==> src/rtl/tomasulo_pkg.sv <==
// Shared Tomasulo constants: result/tag widths, "no station" / "no value"
// encodings, functional-unit count and the round-robin pointer helper.
package tomasulo_pkg;

    localparam int DATA_W = 16;
    localparam int QI_W   = 3;
    localparam int N_UF   = 3;
    localparam int PTR_W  = 2;

    localparam logic [QI_W-1:0]   QI_SEM_VALOR   = 3'b000;
    localparam logic [DATA_W-1:0] DATA_SEM_VALOR = 16'b1111_1111_1111_0000;

    // Next round-robin start position after unit k wins: (k + 1) mod 3.
    function automatic logic [PTR_W-1:0] next_ptr(input logic [PTR_W-1:0] k);
        return (k == 2'd2) ? 2'd0 : k + 2'd1;
    endfunction

endpackage

==> src/rtl/rr_arbiter_3.sv <==
// Combinational 3-way round-robin arbiter: picks the first requester found
// when searching from rr_ptr_i upward with wrap. Output is one-hot or zero.
module rr_arbiter_3
    import tomasulo_pkg::*;
(
    input  logic [N_UF-1:0]  request_i,
    input  logic [PTR_W-1:0] rr_ptr_i,
    output logic [N_UF-1:0]  grant_o
);

    logic [2*N_UF-1:0] req_dbl;
    logic [2*N_UF-1:0] pick_dbl;
    logic [N_UF-1:0]   req_rot;
    logic [N_UF-1:0]   pick_rot;

    // Rotate requests so rr_ptr is bit 0, take the lowest set bit, rotate back.
    always_comb begin
        // NOTE: every always_comb output gets a default first so no path can infer a latch.
        req_dbl  = {request_i, request_i} >> rr_ptr_i;
        req_rot  = req_dbl[N_UF-1:0];
        pick_rot = req_rot & (~req_rot + 3'd1);
        pick_dbl = {pick_rot, pick_rot} << rr_ptr_i;
        grant_o  = pick_dbl[2*N_UF-1:N_UF];
    end

endmodule

==> src/rtl/cdb_broadcaster.sv <==
// Common Data Bus broadcaster: one holding slot per functional unit, a
// round-robin grant among occupied slots, and a registered one-cycle CDB
// broadcast of the winner. A slot may be released and reloaded on one edge.
module cdb_broadcaster #(
    parameter int                 DATA_W         = tomasulo_pkg::DATA_W,
    parameter int                 QI_W           = tomasulo_pkg::QI_W,
    parameter logic [QI_W-1:0]    QI_SEM_VALOR   = tomasulo_pkg::QI_SEM_VALOR,
    parameter logic [DATA_W-1:0]  DATA_SEM_VALOR = tomasulo_pkg::DATA_SEM_VALOR
) (
    input  logic              Clock,
    input  logic              Reset,
    input  logic [2:0]        Valid_in,
    input  logic [QI_W-1:0]   Qi_in0,
    input  logic [QI_W-1:0]   Qi_in1,
    input  logic [QI_W-1:0]   Qi_in2,
    input  logic [DATA_W-1:0] Data_in0,
    input  logic [DATA_W-1:0] Data_in1,
    input  logic [DATA_W-1:0] Data_in2,
    output logic [2:0]        Ready_out,
    output logic              CDB_valid,
    output logic [QI_W-1:0]   Qi_CDB,
    output logic [DATA_W-1:0] Qi_CDB_data,
    output logic [1:0]        Pending
);

    import tomasulo_pkg::N_UF;
    import tomasulo_pkg::PTR_W;
    import tomasulo_pkg::next_ptr;

    logic [N_UF-1:0]   slot_valid_q, slot_valid_d;
    logic [QI_W-1:0]   slot_tag_q  [N_UF];
    logic [QI_W-1:0]   slot_tag_d  [N_UF];
    logic [DATA_W-1:0] slot_data_q [N_UF];
    logic [DATA_W-1:0] slot_data_d [N_UF];
    logic [PTR_W-1:0]  rr_ptr_q, rr_ptr_d;
    logic              cdb_valid_q, cdb_valid_d;
    logic [QI_W-1:0]   cdb_tag_q, cdb_tag_d;
    logic [DATA_W-1:0] cdb_data_q, cdb_data_d;
    logic [1:0]        pending_q, pending_d;

    logic [QI_W-1:0]   in_tag  [N_UF];
    logic [DATA_W-1:0] in_data [N_UF];
    logic [N_UF-1:0]   grant;
    logic [N_UF-1:0]   accept;

    assign in_tag[0]  = Qi_in0;
    assign in_tag[1]  = Qi_in1;
    assign in_tag[2]  = Qi_in2;
    assign in_data[0] = Data_in0;
    assign in_data[1] = Data_in1;
    assign in_data[2] = Data_in2;

    rr_arbiter_3 u_arb (
        .request_i (slot_valid_q),
        .rr_ptr_i  (rr_ptr_q),
        .grant_o   (grant)
    );

    // A slot can take a new result if empty or being drained on this edge.
    assign Ready_out = ~slot_valid_q | grant;

    // Handshake completes on Valid && Ready; a null tag is swallowed unstored.
    always_comb begin
        accept = '0;
        for (int k = 0; k < N_UF; k++) begin
            accept[k] = Valid_in[k] & Ready_out[k] & (in_tag[k] != QI_SEM_VALOR);
        end
    end

    // Slot update: a load wins over a release so same-edge reload keeps the slot full.
    always_comb begin
        slot_valid_d = slot_valid_q;
        slot_tag_d   = slot_tag_q;
        slot_data_d  = slot_data_q;
        for (int k = 0; k < N_UF; k++) begin
            if (accept[k]) begin
                slot_valid_d[k] = 1'b1;
                slot_tag_d[k]   = in_tag[k];
                slot_data_d[k]  = in_data[k];
            end else if (grant[k]) begin
                slot_valid_d[k] = 1'b0;
            end
        end
        pending_d = 2'(slot_valid_d[0]) + 2'(slot_valid_d[1]) + 2'(slot_valid_d[2]);
    end

    // Broadcast the granted slot next cycle and advance the pointer past it.
    always_comb begin
        cdb_valid_d = |grant;
        cdb_tag_d   = QI_SEM_VALOR;
        cdb_data_d  = DATA_SEM_VALOR;
        rr_ptr_d    = rr_ptr_q;
        for (int k = 0; k < N_UF; k++) begin
            if (grant[k]) begin
                cdb_tag_d  = slot_tag_q[k];
                cdb_data_d = slot_data_q[k];
                rr_ptr_d   = next_ptr(PTR_W'(k));
            end
        end
    end

    // State registers: slots, pointer, CDB outputs and occupancy count.
    always_ff @(posedge Clock or posedge Reset) begin
        if (Reset) begin
            slot_valid_q <= '0;
            // NOTE: slot payloads are reset too; they are only three entries and this keeps them deterministic.
            for (int k = 0; k < N_UF; k++) begin
                slot_tag_q[k]  <= QI_SEM_VALOR;
                slot_data_q[k] <= DATA_SEM_VALOR;
            end
            rr_ptr_q    <= '0;
            cdb_valid_q <= 1'b0;
            cdb_tag_q   <= QI_SEM_VALOR;
            cdb_data_q  <= DATA_SEM_VALOR;
            pending_q   <= '0;
        end else begin
            // NOTE: non-blocking assignments so every register samples pre-edge values.
            slot_valid_q <= slot_valid_d;
            slot_tag_q   <= slot_tag_d;
            slot_data_q  <= slot_data_d;
            rr_ptr_q     <= rr_ptr_d;
            cdb_valid_q  <= cdb_valid_d;
            cdb_tag_q    <= cdb_tag_d;
            cdb_data_q   <= cdb_data_d;
            pending_q    <= pending_d;
        end
    end

    assign CDB_valid   = cdb_valid_q;
    assign Qi_CDB      = cdb_tag_q;
    assign Qi_CDB_data = cdb_data_q;
    assign Pending     = pending_q;

endmodule

==> config.mk <==
export PLATFORM = sky130hd
export DESIGN_NAME = cdb_broadcaster
export DESIGN_NICKNAME = d
export VERILOG_FILES = /design/src/rtl/tomasulo_pkg.sv /design/src/rtl/rr_arbiter_3.sv /design/src/rtl/cdb_broadcaster.sv
export SDC_FILE = /design/constraint.sdc
export NUM_CORES = 1
export LEC_CHECK = 0
export CAP_MARGIN = 5
export CORE_UTILIZATION = 56
export CTS_BUF_LIST = sky130_fd_sc_hd__clkbuf_8
export DETAILED_ROUTE_END_ITERATION = 10
export HOLD_SLACK_MARGIN = 0.15
export PLACE_DENSITY = 0.88
export SLEW_MARGIN = 20
export SYNTH_ARGS = -nofsm -noshare
export SYNTH_HDL_FRONTEND = slang
export SYNTH_SLANG_ARGS = --single-unit
==> constraint.sdc <==
create_clock -name Clock -period 8.45 [get_ports Clock]
set_clock_uncertainty 0.15 [all_clocks]
set_input_delay 1.69 -clock Clock [delete_from_list [all_inputs] [get_ports Clock]]
set_output_delay 1.69 -clock Clock [all_outputs]
set_load 0.1 [all_outputs]
## After elaboration in Yosys (flattened, before gate mapping)

Cells that the tools add are included.
W data, S select, Z words.

| storage, ports and cells | value |
|---|---|
| flip-flop bits (word level) | 84 |
| input bits | 62 |
| output and inout port bits | 25 |

| operators by class | value |
|---|---|
| add/subtract/negate cells | 3 |
| shift operators | 2 |
| mux-type cells | 15 |
| bitwise gates (word level) | 10 |
| reductions and logical operators | 5 |

Operators with widths:

| kind | number |
|---|---|
| $mux W16 | 3 |
| $reduce_bool A3 Y1 | 4 |
| $mux W3 | 3 |
| $and A1 B1 Y1 | 6 |
| $mux W1 | 6 |
| $mux W2 | 3 |
| $not A3 Y3 | 2 |
| $shl A6 B2 Y6 | 1 |
| $shr A6 B2 Y3 | 1 |
| $add A3 B1 Y3 const B | 1 |
| $and A3 B3 Y3 | 1 |
| $or A3 B3 Y3 | 1 |
| $reduce_or A3 Y1 | 1 |
| $add A1 B1 Y2 | 1 |
| $add A2 B1 Y2 | 1 |

## Longest topological paths before layout

Gate-level depths: netlist of run 1.

| depth | value |
|---|---|
| word-level depth | 11 |
| gate-level depth with buffers | 7 |

## Cells and area by module

A second synthesis of run 1 with hierarchy kept.

| second synthesis, totals | value |
|---|---|
| cell total of the unflattened synthesis | 254 |
| area, all modules | 3612.2 um^2 |

Modules (own cells, without submodules):

| module | times used | cells an instance | area an instance (um^2) | sequential area each (um^2) |
|---|---|---|---|---|
| cdb_broadcaster | 1 | 244 | 3540.9 | 2162.1 |
| rr_arbiter_3 | 1 | 10 | 71.3 | 0.0 |

## Least setup slack after synthesis of run 1

OpenSTA, ideal clock, no wires.

| timing path | value |
|---|---|
| kind | flip-flop to output port |
| from | reg rr_ptr_q[1] |
| to | out Ready_out[0] |
| arrival | 1.636 ns |
| data required time | 6.610 ns |
| setup slack | 4.974 ns |
| stages on the path, launching flop included | 4 |
| path through | dfrtp_1 -> or2b_1 -> o22ai_4 -> nand2_1 |

| on the way | value |
|---|---|
| longest elaborated chain between the ends | 6 |

RTL lines:

| what | RTL line | RTL |
|---|---|---|
| start: declaration | cdb_broadcaster.sv:35 | `logic [PTR_W-1:0] rr_ptr_q, rr_ptr_d;` |
| start signal: assignment | cdb_broadcaster.sv:121 | `rr_ptr_q <= rr_ptr_d;` |
| $shr A6 B2 Y3 | rr_arbiter_3.sv:19 | `req_dbl = {request_i, request_i} >> rr_ptr_i;` |
| $not A3 Y3 | rr_arbiter_3.sv:21 | `pick_rot = req_rot & (~req_rot + 3'd1);` |
| $add A3 B1 Y3 | rr_arbiter_3.sv:21 |  |
| $and A3 B3 Y3 | rr_arbiter_3.sv:21 |  |
| $shl A6 B2 Y6 (*) | rr_arbiter_3.sv:22 | `pick_dbl = {pick_rot, pick_rot} << rr_ptr_i;` |
| $or A3 B3 Y3 (*) | cdb_broadcaster.sv:60 | `assign Ready_out = ~slot_valid_q \| grant;` |
| end: declaration | cdb_broadcaster.sv:19 | `output logic [2:0] Ready_out,` |

Every way passes the cells marked *; elsewhere a longest branch is shown, timed or not.

## Worst setup path after layout of run 1

| timing path | value |
|---|---|
| from | reg slot_valid_q[1] |
| to | out Ready_out[0] |

| on the way | value |
|---|---|
| longest elaborated chain between the ends | 6 |

RTL lines:

| what | RTL line | RTL |
|---|---|---|
| start: declaration | cdb_broadcaster.sv:30 | `logic [N_UF-1:0] slot_valid_q, slot_valid_d;` |
| start signal: assignment | cdb_broadcaster.sv:118 | `slot_valid_q <= slot_valid_d;` |
| $shr A6 B2 Y3 (*) | rr_arbiter_3.sv:19 |  |
| $not A3 Y3 | rr_arbiter_3.sv:21 |  |
| $add A3 B1 Y3 | rr_arbiter_3.sv:21 |  |
| $and A3 B3 Y3 (*) | rr_arbiter_3.sv:21 |  |
| $shl A6 B2 Y6 (*) | rr_arbiter_3.sv:22 |  |
| $or A3 B3 Y3 (*) | cdb_broadcaster.sv:60 |  |

Marked as above.

==> results by group, run 1 <==
Outcome
  • Status: finished clean

Setup path
  • CP max stage cell: clkdlybuf4s50_1
  • CP Buf/Inv Count: 1
  • Crit path kind: reg -> out
  • Critical path fanouts, max: 18
  • Critical Path Sink Type: output port
  • Largest stage delay on the critical path: 1180 ps
  • Crit path cell chain: nor2_2, o22ai_4, nand2_1, clkdlybuf4s50_1
  • CP top delay family: buffers and inverters
  • Critical Path RT: 6610 ps
  • Startpoint Class: flop
  • WP data arrival: 3370 ps

Yosys
  • Syn Area/Cell: 14.4 sq um
  • Post-synth ARST share: 100%
  • Post-synth EDFFs: 0
  • Mapped cell area: 3880 sq um
  • Register area share after synthesis: 55.8%
  • Synth Instances: 270
  • Synth Warn #: 0
  • Top FF cell, synth: dfstp_2
  • Synth unique cells: 42
  • Syn_nets: 333
  • Yosys reg bits: 84

Final layout
  • Cell area after layout: 4930 sq um
  • Syn-to-layout area delta: 27.3%
  • Ant diodes: 0
  • Final nets: 417
  • Layout cells sized above 1: 32.9%

Timing
  • RSZ-0062 raised after global routing: false
  • Endpoints failing setup: 0
  • Minimum clock period: 5210 ps
  • Max Clk Rate: 0.192 GHz
  • Final worst-path cycle share: 61.6%
  • Slew @ Worst Pin: 1050 ps
  • Final Slew Violations: 0
  • Final hold vios: 0
  • Final TNS setup: 0 ps
  • Relative slew slack: 30.2%

Floorplanning
  • Core area: 6530 sq um
  • Std cell rows: 29
  • Initial Util: 59.3%
  • Die height: 85.2 um
  • DIE AREA: 7260 sq um
  • Die width: 85.2 um
  • I/O pin count: 87

Global routing
  • Initial antenna violation count: 0
  • Total global-route track usage: 25.4%
  • Vias in the first global route: 2786
  • GRT Residual Overflow: 0
  • First-pass GRT wire length: 13.8 mm
  • Largest net degree at the start of global routing: 85

Route
  • Via count: 2608
  • DRC viols: 0
  • 1st-iter DRT viols: 154
  • Antenna Violating Nets Remaining: 0
  • Pre-antenna DRT Iters: 4
  • Final wirelength: 8.58 mm
  • Avg WL per Cell: 19.7 um
  • Number of vias per cell: 5.98

Placed design
  • PortBufs: 86
  • HPWL reported at the end of detailed placement: 5.63 mm
  • DP Area: 4730 sq um
  • Gp weighted congestion: 0.832

Clocking
  • CTS tree: built
  • CTS buffer count: 9
  • CTS H-tree depth: 3
  • Clock Path Buffers: 2
  • CTS resizes: 0
  • Hold-fix buffers at CTS: 0
  • Postcts setup bufs: 0
  • Sink Count: 84
  • Root buffer cell: clkbuf_8
  • Latest clock arrival within the worst-skew pair: 360 ps
  • Clk slew on worst S/H paths: 90 ps

Hold path
  • Hold WC Path Type: reg -> reg

Pwr
  • Max VDD drop: 0.000398 V
  • Power density cells: 476 nW/um^2
  • P_leak: 2.01 nW

Run
  • Max Cap Viol: 0
[report_power, final]
group	total [W]	internal [W]	switching, W
registers	0.000834	0.000681	0.000153
logic	0.00124	0.000471	0.000773
clock network	0.000273	0.000133	0.000140
total	0.00235	0.00128	0.00107
[worst paths after layout]
path / endpoint / slack (ps) / cells past startpoint / from
worst min-delay path: slot_tag_q[7] / 360 / 1 / slot_tag_q[7]
worst max register to register: slot_data_q[42] / 5570 / 4 / slot_valid_q[1]
worst min register to register: slot_tag_q[7] / 360 / 1 / slot_tag_q[7]
max in group asynchronous: slot_valid_q[0] / 5900 / 3 / Reset
worst max-delay path: Ready_out[0] / 3240 / 4 / slot_valid_q[1]
min in group asynchronous: Qi_CDB_data[2] / 1710 / 3 / Reset
[logic make-up after synthesis]
family                     count (synthesis)  share of synthesized area (%)
buffers and inverters                     22                           3.58
muxes                                     48                           16.6
and+or+nand+nor                           54                           9.39
DFF                                       84                           55.8
AOI/OAI and AO/OA                         61                           14.2
adders and majority gates                  1                          0.516
[synth_stat cells, types with 2 or more instances]
| library cell | count | area, sq um |
|---|---|---|
| a221o_1 | 24 | 240 |
| a22oi_1 | 7 | 52.6 |
| a32o_1 | 10 | 100 |
| and2_1 | 2 | 12.5 |
| buf_1 | 2 | 7.51 |
| buf_2 | 3 | 15.0 |
| buf_6 | 5 | 56.3 |
| clkbuf_1 | 3 | 11.3 |
| dfrtp_1 | 36 | 901 |
| dfstp_2 | 48 | 1260 |
| inv_1 | 7 | 26.3 |
| mux2_1 | 9 | 101 |
| mux2_2 | 12 | 135 |
| mux2_4 | 27 | 405 |
| nand2_1 | 15 | 56.3 |
| nand2b_1 | 12 | 75.1 |
| nand2b_2 | 2 | 17.5 |
| nor3b_1 | 12 | 90.1 |
| o21ai_0 | 5 | 25.0 |
| o21ai_1 | 5 | 25.0 |
| o31ai_1 | 3 | 22.5 |
[layout by cell type, fill, tap and decap left out, types with 7 or more instances in the layout]
cell type / Yosys / routed
clkdlybuf4s50_1: 0 / 86
dfstp_2: 48 / 48
dfrtp_1: 36 / 35
mux2_4: 27 / 27
a221o_1: 24 / 24
nand2_1: 15 / 15
mux2_2: 12 / 12
nand2b_1: 12 / 12
nor3b_1: 12 / 11
a32o_1: 10 / 10
mux2_1: 9 / 9
clkbuf_8: 0 / 9
inv_1: 7 / 8
a22oi_1: 7 / 7
[layer usage]
metal | track usage [%] | share of wire [%] | vias to the layer above | routed length (um)
met3 | 6.13 | 4.2 | 21 | 364
li1 | - | - | 1176 | -
met4 | 10.8 | 2.8 | 0 | 242
met5 | 0 | 0 | - | 0
met1 | 30.5 | 40 | 1329 | 3460
met2 | 43.8 | 53 | 82 | 4510
[layout make-up]
type / count / area [sq um]
clock inverter: 7 / 60.1
fill: 416 / 1600
inverter: 7 / 27.5
clock buffer: 9 / 124
tap: 77 / 96.3
multi-input combinational: 164 / 1580
sequential: 84 / 2160
timing repair buffer: 88 / 883
[through the flow]
step / cells / util (%) / hold slack, ps / total power, W / worst slack (ps)
3_5_place_dp: 419 / 72.5 / 334 / 0.00207 / 3660
6_report: 436 / 75.6 / 357 / 0.00235 / 3240
3_3_place_gp: 419 / 72.5 / 330 / 0.00202 / 3710
2_1_floorplan: 270 / - / 316 / 0.00181 / 4520
5_1_grt: 436 / 75.6 / 377 / 0.00245 / 3090
4_1_cts: 435 / 75.3 / 353 / 0.00235 / 3260
[flip-flops by register name, summed over array words and instances (netlist names)]
| signal | cells |
|---|---|
| rr_ptr_q | 2 |
| slot_data_q | 48 |
| CDB_valid | 1 |
| Qi_CDB_data | 16 |
| slot_tag_q | 9 |
| Qi_CDB | 3 |
| Pending | 2 |
| slot_valid_q | 3 |
Power figures use the tool's default switching activity.
==> run 2: changes to the inputs <==
- CORE_UTILIZATION: 56 -> 47
- PLACE_DENSITY: 0.88 -> 0.78
- clock period: 8.45 -> 4.5 ns (I/O delays scaled with it)
==> run 2 against run 1 <==
Effect of this change:
- hold slack worse by 9.0 ps
- count of clock-buffer cells in the layout increased by 1
- sequential power up 86%
- first-iteration DRC count decreased by 36%
- critical path depth stayed put
- sequential share of layout area decreased by 0.14 points
- register-to-register slack got worse by 3900 ps
- global-route usage down 4.9 points
- critical path type unchanged
==> results by group, run 2 (same netlist as run 1, synthesis figures left out) <==
Global routing
  • Vias in the first global route: 2653 (-4.8%)
  • Initial antenna violation count: 0 (unchanged)
  • GRT Residual Overflow: 0 (unchanged)
  • Total global-route track usage: 20.4% (-4.9 points)
  • Largest net degree at the start of global routing: 39 (-54%)
  • First-pass GRT wire length: 13.2 mm (-4.8%)

Hold path
  • Hold WC Path Type: reg -> reg
  • Hold_sp: slot_tag_q[6]

Timing
  • RSZ-0062 raised after global routing: false
  • Endpoints failing setup: 0 (unchanged)
  • Final Slew Violations: 0 (unchanged)
  • Final hold vios: 0 (unchanged)
  • Slew @ Worst Pin: 1080 ps (+33.2 ps)
  • Hold slack final: 348 ps (-8.97 ps)
  • Max Clk Rate: 0.281 GHz
  • Minimum clock period: 3550 ps
  • Relative slew slack: 28.0% (-2.2 points)
  • Final TNS setup: 0 ps (unchanged)
  • Final worst-path cycle share: 79.0%

Pwr
  • P_leak: 2.02 nW (+0.51%)
  • Power density cells: 876 nW/um^2 (+84%)
  • Max VDD drop: 0.000668 V (+68%)

Setup path
  • WP data arrival: 2500 ps (-870 ps)
  • Critical path startpoint: slot_valid_q[1]
  • Critical Path Sink Type: output port
  • Crit path kind: reg -> out
  • Critical path fanouts, max: 18 (unchanged)
  • CP Buf/Inv Count: 1 (unchanged)
  • Reg2Reg Launch Point: slot_valid_q[1]
  • Critical Path RT: 3450 ps (-3160 ps)
  • Largest stage delay on the critical path: 700 ps (-480 ps)
  • CP top delay family: simple AND/OR/NAND/NOR gates
  • Startpoint Class: flop
  • CP max stage cell: nor2_2
  • Crit path cell chain: nor2_2, o22ai_4, nand2_1, buf_4

Route
  • Avg WL per Cell: 18.0 um (-8.8%)
  • DRC viols: 0 (unchanged)
  • 1st-iter DRT viols: 98 (-36%)
  • Via count: 2558 (-1.9%)
  • Antenna Violating Nets Remaining: 0 (unchanged)
  • Pre-antenna DRT Iters: 4 (unchanged)
  • Final wirelength: 8.32 mm (-3.1%)
  • Number of vias per cell: 5.52 (-7.6%)

Clocking
  • Clk slew on worst S/H paths: 70 ps (-20 ps)
  • CTS resizes: 0 (unchanged)
  • CTS buffer count: 9 (unchanged)
  • CTS tree: built
  • Latest clock arrival within the worst-skew pair: 350 ps (about the same)
  • Hold-fix buffers at CTS: 0 (unchanged)
  • Root buffer cell: clkbuf_8
  • CTS H-tree depth: 3 (unchanged)
  • Postcts setup bufs: 0 (unchanged)
  • Sink Count: 84 (unchanged)
  • Clock Path Buffers: 2 (unchanged)

Floorplanning
  • Initial Util: 49.4% (-10 points)
  • Std cell rows: 32 (+10%)
  • I/O pin count: 87 (unchanged)
  • Die height: 92.8 um (+8.9%)
  • Die width: 92.8 um (+8.9%)
  • DIE AREA: 8610 sq um (+19%)
  • Core area: 7850 sq um (+20%)

Outcome
  • Status: finished clean

Final layout
  • Syn-to-layout area delta: 27.6%
  • Ant diodes: 0 (unchanged)
  • Most frequent cells in the layout: clkdlybuf4s50_1, dfstp_2, dfrtp_1
  • Fin util: 63.0% (-13 points)
  • Layout cells sized above 1: 33.2% (+0.37 points)
  • Max reg flops: 48 (unchanged)
  • Final nets: 419 (+0.48%)
  • Commonest non-fill, non-tap cell in the layout: clkdlybuf4s50_1
  • Largest Register: slot_data_q

Placed design
  • Gp weighted congestion: 0.747 (-10%)
  • PortBufs: 86 (unchanged)
  • HPWL reported at the end of detailed placement: 5.78 mm (+2.6%)

Run
  • Max Cap Viol: 0 (unchanged)
==> run 2: cell count changes in the layout (fill, tap and decap cells not counted) <==
| cell | before | now |
|---|---|---|
| buf_4 | 0 | 6 |
| clkdlybuf4s50_1 | 86 | 83 |
| inv_1 | 8 | 10 |
| buf_6 | 2 | 1 |
| bufinv_16 | 1 | 0 |
| clkbuf_8 | 9 | 10 |
| clkinv_2 | 4 | 3 |
| clkinvlp_4 | 1 | 0 |
| dfrtp_1 | 35 | 36 |
| dfrtp_2 | 1 | 0 |
==> run 2: cell type report <==
class | count | area [sq um]
Clock buffer | 10 | 138
Clock inverter | 6 | 25.0
Fill cell | 631 | 2900
Inverter | 7 | 27.5
Multi-Input combinational cell | 164 | 1580
Sequential cell | 84 | 2160
Tap cell | 102 | 128
Timing Repair Buffer | 90 | 887
==> run 2: report_power, final <==
part | switching [W] | total, W | internal (W) | leakage, nW
Combinational | 0.00145 | 0.00233 | 0.000880 | 0.990
Sequential | 0.000272 | 0.00155 | 0.00128 | 0.930
Clock | 0.000249 | 0.000455 | 0.000206 | 0.101
==> run 2: path summary, 6_finish.rpt <==
| path | to | slack [ps] | cells past startpoint |
|---|---|---|---|
| setup / recovery | Ready_out[0] | 950 | 4 |
| hold / removal | slot_tag_q[6] | 350 | 1 |
| setup reg to reg | slot_data_q[43] | 1630 | 4 |
| hold reg to reg | slot_tag_q[6] | 350 | 1 |
| max in group asynchronous | Qi_CDB_data[13] | 2690 | 3 |
| min in group asynchronous | slot_data_q[3] | 690 | 2 |
==> run 2: worst register-to-register path, delay by kind of cell (launching register included) <==
kind / cells / cell delay (ps)
AOI/OAI and AO/OA: 2 / 900
and+or+nand+nor: 1 / 700
DFF: 1 / 640
muxes: 1 / 420
==> run 2: routing by layer <==
layer,global-route usage [%],vias up,wire length (um),part of all wire [%]
li1,-,1180,-,-
met1,26.3,1302,3540,43
met2,33.9,66,4270,51
met3,3.37,10,389,4.7
met4,9.10,0,110,1.3
met5,0,-,0,0
==> run 2: through the flow <==
step / std cells / total power (W) / instance area (sq um) / worst slack, ps
2_1_floorplan: 270 / 0.00339 / 3880 / 1360
3_3_place_gp: 446 / 0.00381 / 4770 / 1410
3_5_place_dp: 446 / 0.00388 / 4770 / 1310
4_1_cts: 462 / 0.00434 / 4940 / 914
5_1_grt: 463 / 0.00455 / 4950 / 786
6_report: 463 / 0.00433 / 4950 / 946
